`src/rtl/game_state_controller.sv`:
```
// game_state_controller: collision-driven life/death sequencer for the
// mario/goomba movers. Watches the goomba mover's `lose` level, freezes play
// through a timed death sequence, decrements lives, then either holds the
// movers in reset for a timed respawn or parks in game over.
//
// Optional feature: define GAME_CONTINUE_EN to let `start` leave GAME_OVER
// (reloads lives and respawns). Without it GAME_OVER is left only by reset.
module game_state_controller #(
  parameter int START_LIVES   = 3,
  parameter int TICK_DIVIDER  = 416667,
  parameter int DEATH_TICKS   = 60,
  parameter int RESPAWN_TICKS = 2
) (
  input  logic       vga_clock,
  input  logic       reset,
  input  logic       lose,
  input  logic       start,
  output logic       movers_reset,
  output logic       freeze,
  output logic       mario_dying,
  output logic       game_over,
  output logic [3:0] lives,
  output logic [4:0] leds
);

  localparam int PW        = (TICK_DIVIDER > 1) ? $clog2(TICK_DIVIDER) : 1;
  localparam int DWELL_MAX = (DEATH_TICKS > RESPAWN_TICKS) ? DEATH_TICKS : RESPAWN_TICKS;
  localparam int DW        = (DWELL_MAX > 1) ? $clog2(DWELL_MAX) : 1;

  localparam logic [PW-1:0] PRESC_LAST   = PW'(TICK_DIVIDER - 1);
  localparam logic [DW-1:0] DEATH_LAST   = DW'(DEATH_TICKS - 1);
  localparam logic [DW-1:0] RESPAWN_LAST = DW'(RESPAWN_TICKS - 1);
  localparam logic [3:0]    LIVES_INIT   = 4'(START_LIVES);

  typedef enum logic [1:0] {
    S_RESPAWN,
    S_PLAYING,
    S_DYING,
    S_GAME_OVER
  } state_t;

  state_t        state;
  state_t        state_next;
  logic [PW-1:0] presc;
  logic          tick;
  logic [DW-1:0] dwell;
  logic          lose_s;
  logic          lose_q;
  logic          lose_rise;
  logic          lives_dec;
  logic          lives_load;

  assign tick      = (presc == PRESC_LAST);
  // lose_s is the sampled collision level, lose_q its previous sample; the
  // rise is acted on one edge after `lose` is first seen high.
  assign lose_rise = lose_s & ~lose_q;

  // Free-running prescaler; only reset clears it, so state changes keep phase.
  always_ff @(posedge vga_clock) begin
    // NOTE: sequential state uses non-blocking assignments so every flop
    // samples pre-edge values regardless of statement order.
    if (reset)     presc <= '0;
    else if (tick) presc <= '0;
    else           presc <= presc + 1'b1;
  end

  // Two-stage sampler for collision edge detection, running in every state.
  always_ff @(posedge vga_clock) begin
    if (reset) begin
      lose_s <= 1'b0;
      lose_q <= 1'b0;
    end else begin
      lose_s <= lose;
      lose_q <= lose_s;
    end
  end

  // State register.
  always_ff @(posedge vga_clock) begin
    if (reset) state <= S_RESPAWN;
    else       state <= state_next;
  end

  // Next-state logic plus lives update strobes.
  always_comb begin
    // NOTE: every output of this block gets a default first so no path
    // through the case leaves one unassigned, which would infer a latch.
    state_next = state;
    lives_dec  = 1'b0;
    lives_load = 1'b0;
    case (state)
      S_RESPAWN: begin
        if (tick && dwell == RESPAWN_LAST) state_next = S_PLAYING;
      end
      S_PLAYING: begin
        if (lose_rise) begin
          state_next = S_DYING;
          lives_dec  = 1'b1;
        end
      end
      S_DYING: begin
        if (tick && dwell == DEATH_LAST)
          state_next = (lives == 4'd0) ? S_GAME_OVER : S_RESPAWN;
      end
      S_GAME_OVER: begin
`ifdef GAME_CONTINUE_EN
        if (start) begin
          state_next = S_RESPAWN;
          lives_load = 1'b1;
        end
`endif
      end
      default: state_next = S_RESPAWN;
    endcase
  end

`ifndef GAME_CONTINUE_EN
  // Continue is compiled out; the button has no function in this build.
  logic unused_start;
  assign unused_start = start;
`endif

  // Dwell counter: restarts on every state entry, counts ticks inside a state.
  always_ff @(posedge vga_clock) begin
    if (reset || state_next != state) dwell <= '0;
    else if (tick)                    dwell <= dwell + 1'b1;
  end

  // Life counter: loaded on reset/continue, saturating decrement on death.
  always_ff @(posedge vga_clock) begin
    if (reset)                         lives <= LIVES_INIT;
    else if (lives_load)               lives <= LIVES_INIT;
    else if (lives_dec && lives != '0) lives <= lives - 4'd1;
  end

  // Moore output decode straight from the state register.
  always_comb begin
    movers_reset = (state == S_RESPAWN);
    freeze       = (state != S_PLAYING);
    mario_dying  = (state == S_DYING);
    game_over    = (state == S_GAME_OVER);
    leds         = {game_over, lives};
  end

endmodule

```
`config.mk`:
```
export PLATFORM = sky130hd
export DESIGN_NAME = game_state_controller
export DESIGN_NICKNAME = d
export VERILOG_FILES = /design/src/rtl/game_state_controller.sv
export SDC_FILE = /design/constraint.sdc
export NUM_CORES = 1
export LEC_CHECK = 0
export ABC_AREA = 1
export ABC_CLOCK_PERIOD_IN_PS = 2100
export CORE_MARGIN = 5
export CORE_UTILIZATION = 50
export DETAILED_ROUTE_END_ITERATION = 6
export MAX_ROUTING_LAYER = met4
export PLACE_DENSITY = 0.71
export SLEW_MARGIN = 0
export SYNTH_ARGS = -nofsm -noshare
export SYNTH_HDL_FRONTEND = slang
export SYNTH_SLANG_ARGS = --single-unit
export TNS_END_PERCENT = 5
```
`constraint.sdc`:
```
create_clock -name vga_clock -period 2.1 [get_ports vga_clock]
set_input_delay 0.42 -clock vga_clock [delete_from_list [all_inputs] [get_ports vga_clock]]
set_output_delay 0.42 -clock vga_clock [all_outputs]
set_load 0.005 [all_outputs]
```
Word level (Yosys, flattened, before mapping)
Index checks and enable logic that the tools add are counted.
W data, S select, Z words.
{"block": "classes", "n_eq_ne": 8, "n_reduce_logical": 8, "mux": 7, "addsub": 3, "bitwise_logic": 2}
{"cell": "$add A19 B1 Y19 const B", "n": 1}
{"cell": "$eq A19 B19 Y1 const B", "n": 1}
{"cell": "$mux W2", "n": 4}
{"cell": "$add A6 B1 Y6 const B", "n": 1}
{"cell": "$eq A6 B1 Y1 const B", "n": 1}
{"cell": "$eq A6 B6 Y1 const B", "n": 1}
{"cell": "$pmux W2 S3", "n": 1}
{"cell": "$eq A2 B2 Y1 const B", "n": 2}
{"cell": "$logic_not A4 Y1", "n": 1}
{"cell": "$reduce_bool A4 Y1", "n": 1}
{"cell": "$sub A4 B1 Y4 const B", "n": 1}
{"cell": "$logic_and A1 B1 Y1", "n": 3}
{"cell": "$eq A2 B1 Y1 const B", "n": 1}
{"cell": "$logic_not A2 Y1", "n": 1}
{"cell": "$mux W1", "n": 2}
{"cell": "$ne A2 B1 Y1 const B", "n": 1}
{"cell": "$ne A2 B2 Y1", "n": 1}
{"cell": "$reduce_or A2 Y1", "n": 1}
{"cell": "$and A1 B1 Y1", "n": 1}
{"cell": "$logic_or A1 B1 Y1", "n": 1}
{"cell": "$not A1 Y1", "n": 1}
{"block": "totals", "output_inout_bits": 13, "regBits": 33}

Logic depth before layout (Yosys ltp)
Gate-level depths: netlist of run 1.
{"block": "logic_depth", "ltp_word": 6, "ltp_mapped": 13, "mapped_depth_nobuf": 13}

Worst setup path after synthesis of run 1
Ideal clock, no wire load.
{"block": "synth_timing", "kind": "register to register", "start": "register presc[0]", "end": "register presc[18]", "setup_time_ns": 0.070, "setup_slack_ns": 0.607, "path_buffers": 0, "arrival_time_ns": 1.423, "t_required_ns": 2.030, "stages_incl_launch_ff": 11, "period_less_slack_ns": 1.493, "cell_sequence": "dfxtp_1 > ha_1 > nand2_2 > inv_2 > nand2_4 > nor3_4 > nand2_2 > nor2_2 > nand2_1 > or2_0 > a21oi_1"}
{"block": "synth_via", "elab_chain_len": 2}
{"item": "start: declaration", "line": "44", "text": "logic [PW-1:0] presc;"}
{"item": "start signal: assignment", "line": "64", "text": "else presc <= presc + 1'b1;"}
{"item": "branches (longest 2 deep; another with $add A19 B1 Y19)"}
Parallel ways; which one is timed is not known.
A chain may end at the register's enable or synchronous reset.

Final worst setup path of run 1
{"block": "layout_timing", "start": "register state[0]", "end": "output freeze"}
{"block": "layout_via", "elab_chain_len": 1}
{"item": "start: declaration", "line": "42", "text": "state_t state;"}
{"item": "start signal: assignment", "line": "81", "text": "else state <= state_next;"}
{"item": "$ne A2 B1 Y1", "line": "139", "text": "freeze = (state != S_PLAYING);"}
{"item": "end: declaration", "line": "19", "text": "output logic freeze,"}
Every way passes these cells.

==> results of run 1 <==
[Yosys cell counts, drive strengths merged]
cell type | number | area share (%)
buf | 6 | 2.6
inv | 37 | 8.0
dfxtp | 33 | 38
a31oi | 1 | 0.36
o21ai | 6 | 1.7
or2 | 5 | 1.9
nor3 | 11 | 4.4
xnor2 | 4 | 2.0
nand3 | 10 | 3.4
ha | 6 | 4.3
nor2 | 46 | 11
a21oi | 9 | 2.6
xor2 | 11 | 5.5
nand4 | 6 | 2.2
nand2 | 45 | 11
clkbuf | 1 | 0.21
nor3b | 1 | 0.43
[layer usage]
metal | wire length (um) | track usage (%)
met5 | 0 | -
met4 | 101 | 9.54
met3 | 113 | 3.78
met2 | 1290 | 21.0
met1 | 1490 | 17.8
[registers in the layout, summed over array words and instances, names as in the netlist]
name    count
dwell       6
lose_s      1
lives       4
lose_q      1
state       2
presc      19
[worst register-to-register path, delay by kind of cell (launching register included)]
| kind | cells | cell delay, ns |
|---|---|---|
| and+or+nand+nor | 7 | 0.82 |
| DFF | 1 | 0.40 |
| adders and majority gates | 1 | 0.20 |
| AOI/OAI and AO/OA | 1 | 0.11 |
| buffers and inverters | 1 | 0.08 |
[logic make-up after synthesis]
family / share of synthesized area (%)
AND/OR/NAND/NOR: 34.9
flip-flops: 37.8
XOR/XNOR: 7.53
buffers and inverters: 10.8
AO/OA/AOI/OAI: 4.66
adder cells (fa/ha/maj): 4.30
[path summary, 6_finish.rpt]
| path | from | endpoint | slack, ns | cells past startpoint |
|---|---|---|---|---|
| hold reg to reg | lose_s$_SDFF_PP0_ | lose_q$_SDFF_PP0_ | 0.44 | 2 |
| hold / removal | lose_s$_SDFF_PP0_ | lose_q$_SDFF_PP0_ | 0.44 | 2 |
| setup / recovery | state[0]$_SDFF_PP0_ | freeze | 0.17 | 3 |
| setup reg to reg | presc[0]$_SDFF_PP0_ | presc[18]$_SDFF_PP0_ | 0.44 | 10 |
[cell type report]
class	instances	area [um2]	share of cell area [%]
flip-flops and latches	33	661	33.7
well taps	46	57.6	2.94
multi-input cells	161	897	45.8
clock buffers	8	48.8	2.49
inverters	37	139	7.08
repair buffers	16	158	8.04
[metrics by stage]
stage               instances  util, %  hold slack [ns]  worst slack, ns
global placement          293     56.8            0.409            0.474
finish                    301     58.3            0.441            0.166
detailed placement        293     56.8            0.428            0.428
global route              301     58.3            0.477           0.0834
floorplan                 238        -            0.402            0.607
CTS                       301     58.3            0.442            0.142
[power breakdown]
part           leakage, uW  switching [uW]  total (uW)  internal, uW
clock network    0.0000265             208         341           133
registers         0.000267            5.15         637           632
logic             0.000514            18.5        30.4          11.9
total             0.000807             231        1010           777
==> results.txt, run 1 <==
The overall global routing resource usage came out at 14.6%. The clock edge transition at the registers on the reported setup and hold paths came out at 0.10 ns. The clock reaches the later pin of the worst-skew pair after 0.34 ns. STA classifies the critical path endpoint as an output port.

The total DRC errors in the routed layout is 0. In this run, post-CTS repair resized a total of 0 instances. In the final design database the tool counted 264 nets. The first detailed-routing pass ran for 4 iterations. The critical path contains buffers and inverters numbering 2 combined. The critical setup path kind is reg2out. The post-synthesis sequential area ratio came out at 37.8%. The number of buffers on the longest clock path came out at 2. The data arrival time of the worst path is between 1.5 and 2 ns.

For this design, the sink count on the clock tree is 33. Setup total negative slack on the finished layout was measured at 0 ns. The number of I/O pins is 17.

Setup repair after global routing left no endpoint under its margin. The full die area is 0.00477 mm2. The power per cell area came out at a little over 500 mW/mm2.

The layout filler cell count is 342. The reported leakage power came out at 0.000807 uW. The worst-case vdd ir drop is 304 uV.

In the final routed layout, each cell accounts on average for 9.96 um. The deepest level of the CTS H-tree is 2. The fraction of layout instances using a drive strength above 1 is about an eighth. The via count of the first global-routing pass is 1,306. The clock root buffer is clkbuf_4. Leaving out fill and tap cells, the most frequent cell in the layout is nor2_1. The width of the chip is 69.1 um. The max-capacitance violation count came out at 0. The total grt overflow came out at 0.

The post-CTS setup repair buffer count came out at 0. The max-slew violation total from the final report came out at 0. The total non-filler cell area in the finished layout is 0.00196 mm2.

The core region is 0.00336 mm2. The area overhead of the layout relative to synthesis came out at 12.3%. The distinct cell type count of the synthesized netlist came out at 28. The pin slew with the least headroom to its limit came out at ~0.42 ns. The count of buffers inserted at the top-level ports is 15. The highest clock rate came out at 517 MHz. Counting flops and latches in the post-synthesis netlist gives 33. The nature of the critical path startpoint is a flop. The number of nets in the synthesized netlist is approximately 250. The total cell area at the placement stage is between 0.0015 and 0.002 mm2. The initial antenna violation count is 0. The max-slew headroom at the worst pin came out at 71.6%. The run finished with clean final reports.

In this run the worst hold path is classified as reg2reg. The per-cell via count in the routed design is 4.60. Along the worst path, the maximum fanout reaches 4. The diode insertion count for antenna repair came out at 0. The post-DP HPWL is 2350 um.

The number of nets still failing antenna checks after routing came out at 0. The violation count after the first detailed-routing iteration is 114. The floorplan die height is 69.1 um.

Broken down by cell family, the worst path's largest delay share belongs to buffers and inverters. Routability-driven placement finished with a final weighted congestion of 0.793. The top cell types in the final layout, fill and taps aside, are nor2_1 (39), nand2_1 (37), inv_1 (36). The floorplan has 21 rows. Walking the worst path, the cells encountered are inv_1 -> or2_4 -> clkdlybuf4s50_1.

The count of hold buffers inserted by post-cts repair came out at 0. The setup skew after layout came out at roughly 0.008 ns. The slowest stage of the critical path is the clkdlybuf4s50_1 cell. In this run, CTS created clock tree buffers numbering 5.

The minimum clock period is 1.93 ns. The mapped netlist covers roughly 0.0017 mm2. The biggest cell delay along the critical path is 0.45 ns.

The final clock period utilization by the worst path is 92.1%. The routed design has 3000 um of wire. The final hold violation count is 0. The total power is 1010 uW. The wire length of the first global-routing pass is 5470 um. TritonCTS built the clock tree. For this configuration, the core starts out at a cell density of between 50% and 60%. The final setup violation count came out at 0. The Yosys warning count came out at 0. The per-instance average area after synthesis came out at 7.33 um2. The maximum number of pins on one net before global-route repair came out at 20. The number of instances in the synthesized netlist is 238. The required time at the endpoint of the critical path came out at 1.68 ns.

The via count is approximately 1,400.
Note: power is estimated with default switching activity, not from simulation.
==> run 2: changes to the inputs <==
--- a/config.mk
+++ b/config.mk
@@ -7,7 +7,7 @@
 export LEC_CHECK = 0
 export ABC_AREA = 1
 export ABC_CLOCK_PERIOD_IN_PS = 2100
-export CORE_MARGIN = 5
+export CORE_MARGIN = 8
 export CORE_UTILIZATION = 50
 export DETAILED_ROUTE_END_ITERATION = 6
 export MAX_ROUTING_LAYER = met4
==> results.txt, run 2 (synthesized netlist as in run 1, its figures left out) <==
The layer flagged by global routing as most heavily used is met2. The setup skew after layout is 0.00762 ns (-0.000546 ns). The number of standard cells in the layout, taps in and fillers out came out at 301 (unchanged). The total power came out at 998 uW (-1.0%).

STA classifies the critical path endpoint as an output port. The endpoint identified for the worst register-to-register timing path is presc[16]$_SDFF_PP0_. The biggest cell delay along the critical path was 0.45 ns (about the same). The minimum clock period was 1.90 ns (-0.0324 ns). The reported leakage power came out at 0.000807 uW (unchanged).

The peak fanout along the critical path came to 4 (unchanged). The deepest level of the CTS H-tree came to 2 (unchanged). The max-capacitance violation count came out at 0 (unchanged). The effective utilization at floorplan came to 52.3% (+0.41 points). The startpoint identified for the worst hold timing path is lose_s$_SDFF_PP0_. The signal on the critical path passes through inv_1 -> or2_4 -> clkdlybuf4s50_1. The max-slew violation total from the final report is 0 (unchanged). The TritonCTS buffer count came out at 5 (unchanged). The width of the chip came out at 75.1 um (+8.7%).

The data arrival time of the worst path is 1.48 ns (-0.03 ns). The worst hold path cell count came out at 2 (unchanged). For hold timing, the worst endpoint is lose_q$_SDFF_PP0_. The largest registers in the layout are presc x19, dwell x6, lives x4. The initial antenna violation count is 0 (unchanged). TritonCTS built the clock tree. The number of flip-flops under the largest register name came out at 19 (unchanged).

The post-route worst hold slack came out at 0.423 ns (-0.0173 ns). The wire length after detailed routing came out at 3120 um (+4.0%). Among all stages on the critical path, the largest delay is contributed by clkdlybuf4s50_1. The post-CTS setup repair buffer count came out at 0 (unchanged). The final estimated routing congestion in global placement came to 0.841 (+6.1%). The area overhead of the layout relative to synthesis is 12.3% (unchanged). The final clock period utilization by the worst path is 90.6% (-1.5 points). The total DRC errors in the routed layout was 0 (unchanged). The met2 track demand over resource in global routing came out at 20.5% (-0.44 points). In the layout the commonest cells are nor2_1 (39), nand2_1 (37), inv_1 (36).

The sequential cell area is 661 um2 (unchanged). The diode insertion count for antenna repair came out at 0 (unchanged). The per-cell via count in the routed design came out at 4.67 (+1.5%). Counting flops per register, the top entry is presc. The fraction of met1 tracks used by global routing came out at 14.6% (-3.2 points). The worst register-to-register path begins at presc[0]$_SDFF_PP0_. The setup slack of the most critical reg-to-reg path came out at 0.42 ns (-0.02 ns). The highest clock rate is 526 MHz (+1.7%).

The critical setup path kind is reg2out. The count of cells along the worst register-to-register path is 9 (-1). The final setup violation count came out at 0 (unchanged). The layout net count came to 264 (unchanged). The library cell used most frequently in the layout, excluding fill and tap cells, is nor2_1. The post-DP HPWL came out at 2390 um (+1.6%).

The routed wire length per instance came out at 10.4 um (+4.0%). The post-CTS resize count came out at 0 (unchanged). The max-slew headroom at the worst pin is 71.6% (about the same). The final hold violation count came to 0 (unchanged). The number of buffers on the longest clock path was 2 (unchanged).

The overall global routing resource usage came out at 12.8% (-1.8 points). The global-route track usage on met3 is 4.79% (+1.0 points). The clock latency of the later-clocked register in the worst-skew pair is 0.32 ns (-0.02 ns). STA classifies the critical path startpoint as a flop.

The area occupied by multi-input gates is 897 um2 (unchanged). The worst-case vdd ir drop is 427 uV (+40%). The maximum number of pins on one net before global-route repair is 20 (unchanged).

The via count came out at 1,407 (+1.5%). The detailed-routing iteration count for the pre-antenna-repair pass is 4 (unchanged). The clock edge transition at the registers on the reported setup and hold paths is 0.09 ns (about the same).

The total grt overflow is 0 (unchanged). The clock sink total is 33 (unchanged). The fraction of layout instances using a drive strength above 1 is 11.8% (unchanged). The pin slew with the least headroom to its limit came out at 0.423 ns (+0.000229 ns). The number of nets still failing antenna checks after routing is 0 (unchanged). The required time at the endpoint of the critical path is 1.68 ns (about the same). The summed negative setup slack over all endpoints is 0 ns (unchanged).

The violation count after the first detailed-routing iteration is 47 (-59%). The full die area came out at 0.00564 mm2 (+18%). The area of the placeable core is 0.00334 mm2 (-0.78%). The count of hold buffers inserted by post-cts repair came out at 0 (unchanged). The number of I/O pins is 17 (unchanged).

The tightest min-delay check is of the reg2reg type. The floorplan die height is 75.1 um (+8.7%). The power per cell area is 509 mW/mm2 (-1.0%). In this run the clock root is driven by a clkbuf_4. The layout filler cell count came out at 364 (+6.4%).

The count of buffers inserted at the top-level ports came to 15 (unchanged). The wire length of the first global-routing pass was 5490 um (+0.38%). The total non-filler cell area in the finished layout is 0.00196 mm2 (unchanged). The total cell area at the placement stage came out at 0.00191 mm2 (unchanged). Setup repair after global routing left no endpoint under its margin. The run finished with clean final reports.

The number of instances in the placed design was 293 (unchanged). The via count of the first global-routing pass came to 1,361 (+4.2%). The number of rows in the core area is 21 (unchanged).
run 2: power by group:
group / internal (uW) / leakage, uW / switching, uW / total [uW]
combinational: 11.8 / 0.000514 / 18.4 / 30.2
clock: 133 / 0.0000265 / 198 / 331
sequential: 632 / 0.000267 / 4.96 / 637
run 2: critical path, delay by kind of cell, from the launching register on:
family | cells | cell delay (ns)
buf+inv | 2 | 0.54
flops | 1 | 0.38
simple gates | 1 | 0.25
run 2: worst max path at each step:
stage	from	end	slack, ns	cells past startpoint
2_1_floorplan	presc[0]$_SDFF_PP0_	presc[18]$_SDFF_PP0_	0.61	10
3_3_place_gp	presc[0]$_SDFF_PP0_	presc[18]$_SDFF_PP0_	0.47	10
3_5_place_dp	presc[0]$_SDFF_PP0_	presc[18]$_SDFF_PP0_	0.44	10
4_1_cts	state[0]$_SDFF_PP0_	freeze	0.19	3
5_1_grt	state[0]$_SDFF_PP0_	freeze	0.11	3
6_report	state[0]$_SDFF_PP0_	freeze	0.20	3
run 2: per-stage QoR:
stage	worst slack (ns)	util, %
floorplan	0.607	-
global placement	0.473	57.3
detailed placement	0.439	57.3
CTS	0.190	58.8
global route	0.107	58.8
finish	0.198	58.8
run 2: area by class of cell:
class / instances / share of cell area (%)
repair buffers: 16 / 8.04
multi-input cells: 161 / 45.8
well taps: 46 / 2.94
clock buffers: 8 / 2.49
inverters: 37 / 7.08
flip-flops and latches: 33 / 33.7
run 2: metal layers:
| layer | vias to the layer above | part of all wire (%) |
|---|---|---|
| met2 | 9 | 46 |
| met5 | - | 0 |
| met3 | 5 | 3.1 |
| met4 | 0 | 1.3 |
| met1 | 629 | 49 |
| li1 | 764 | - |
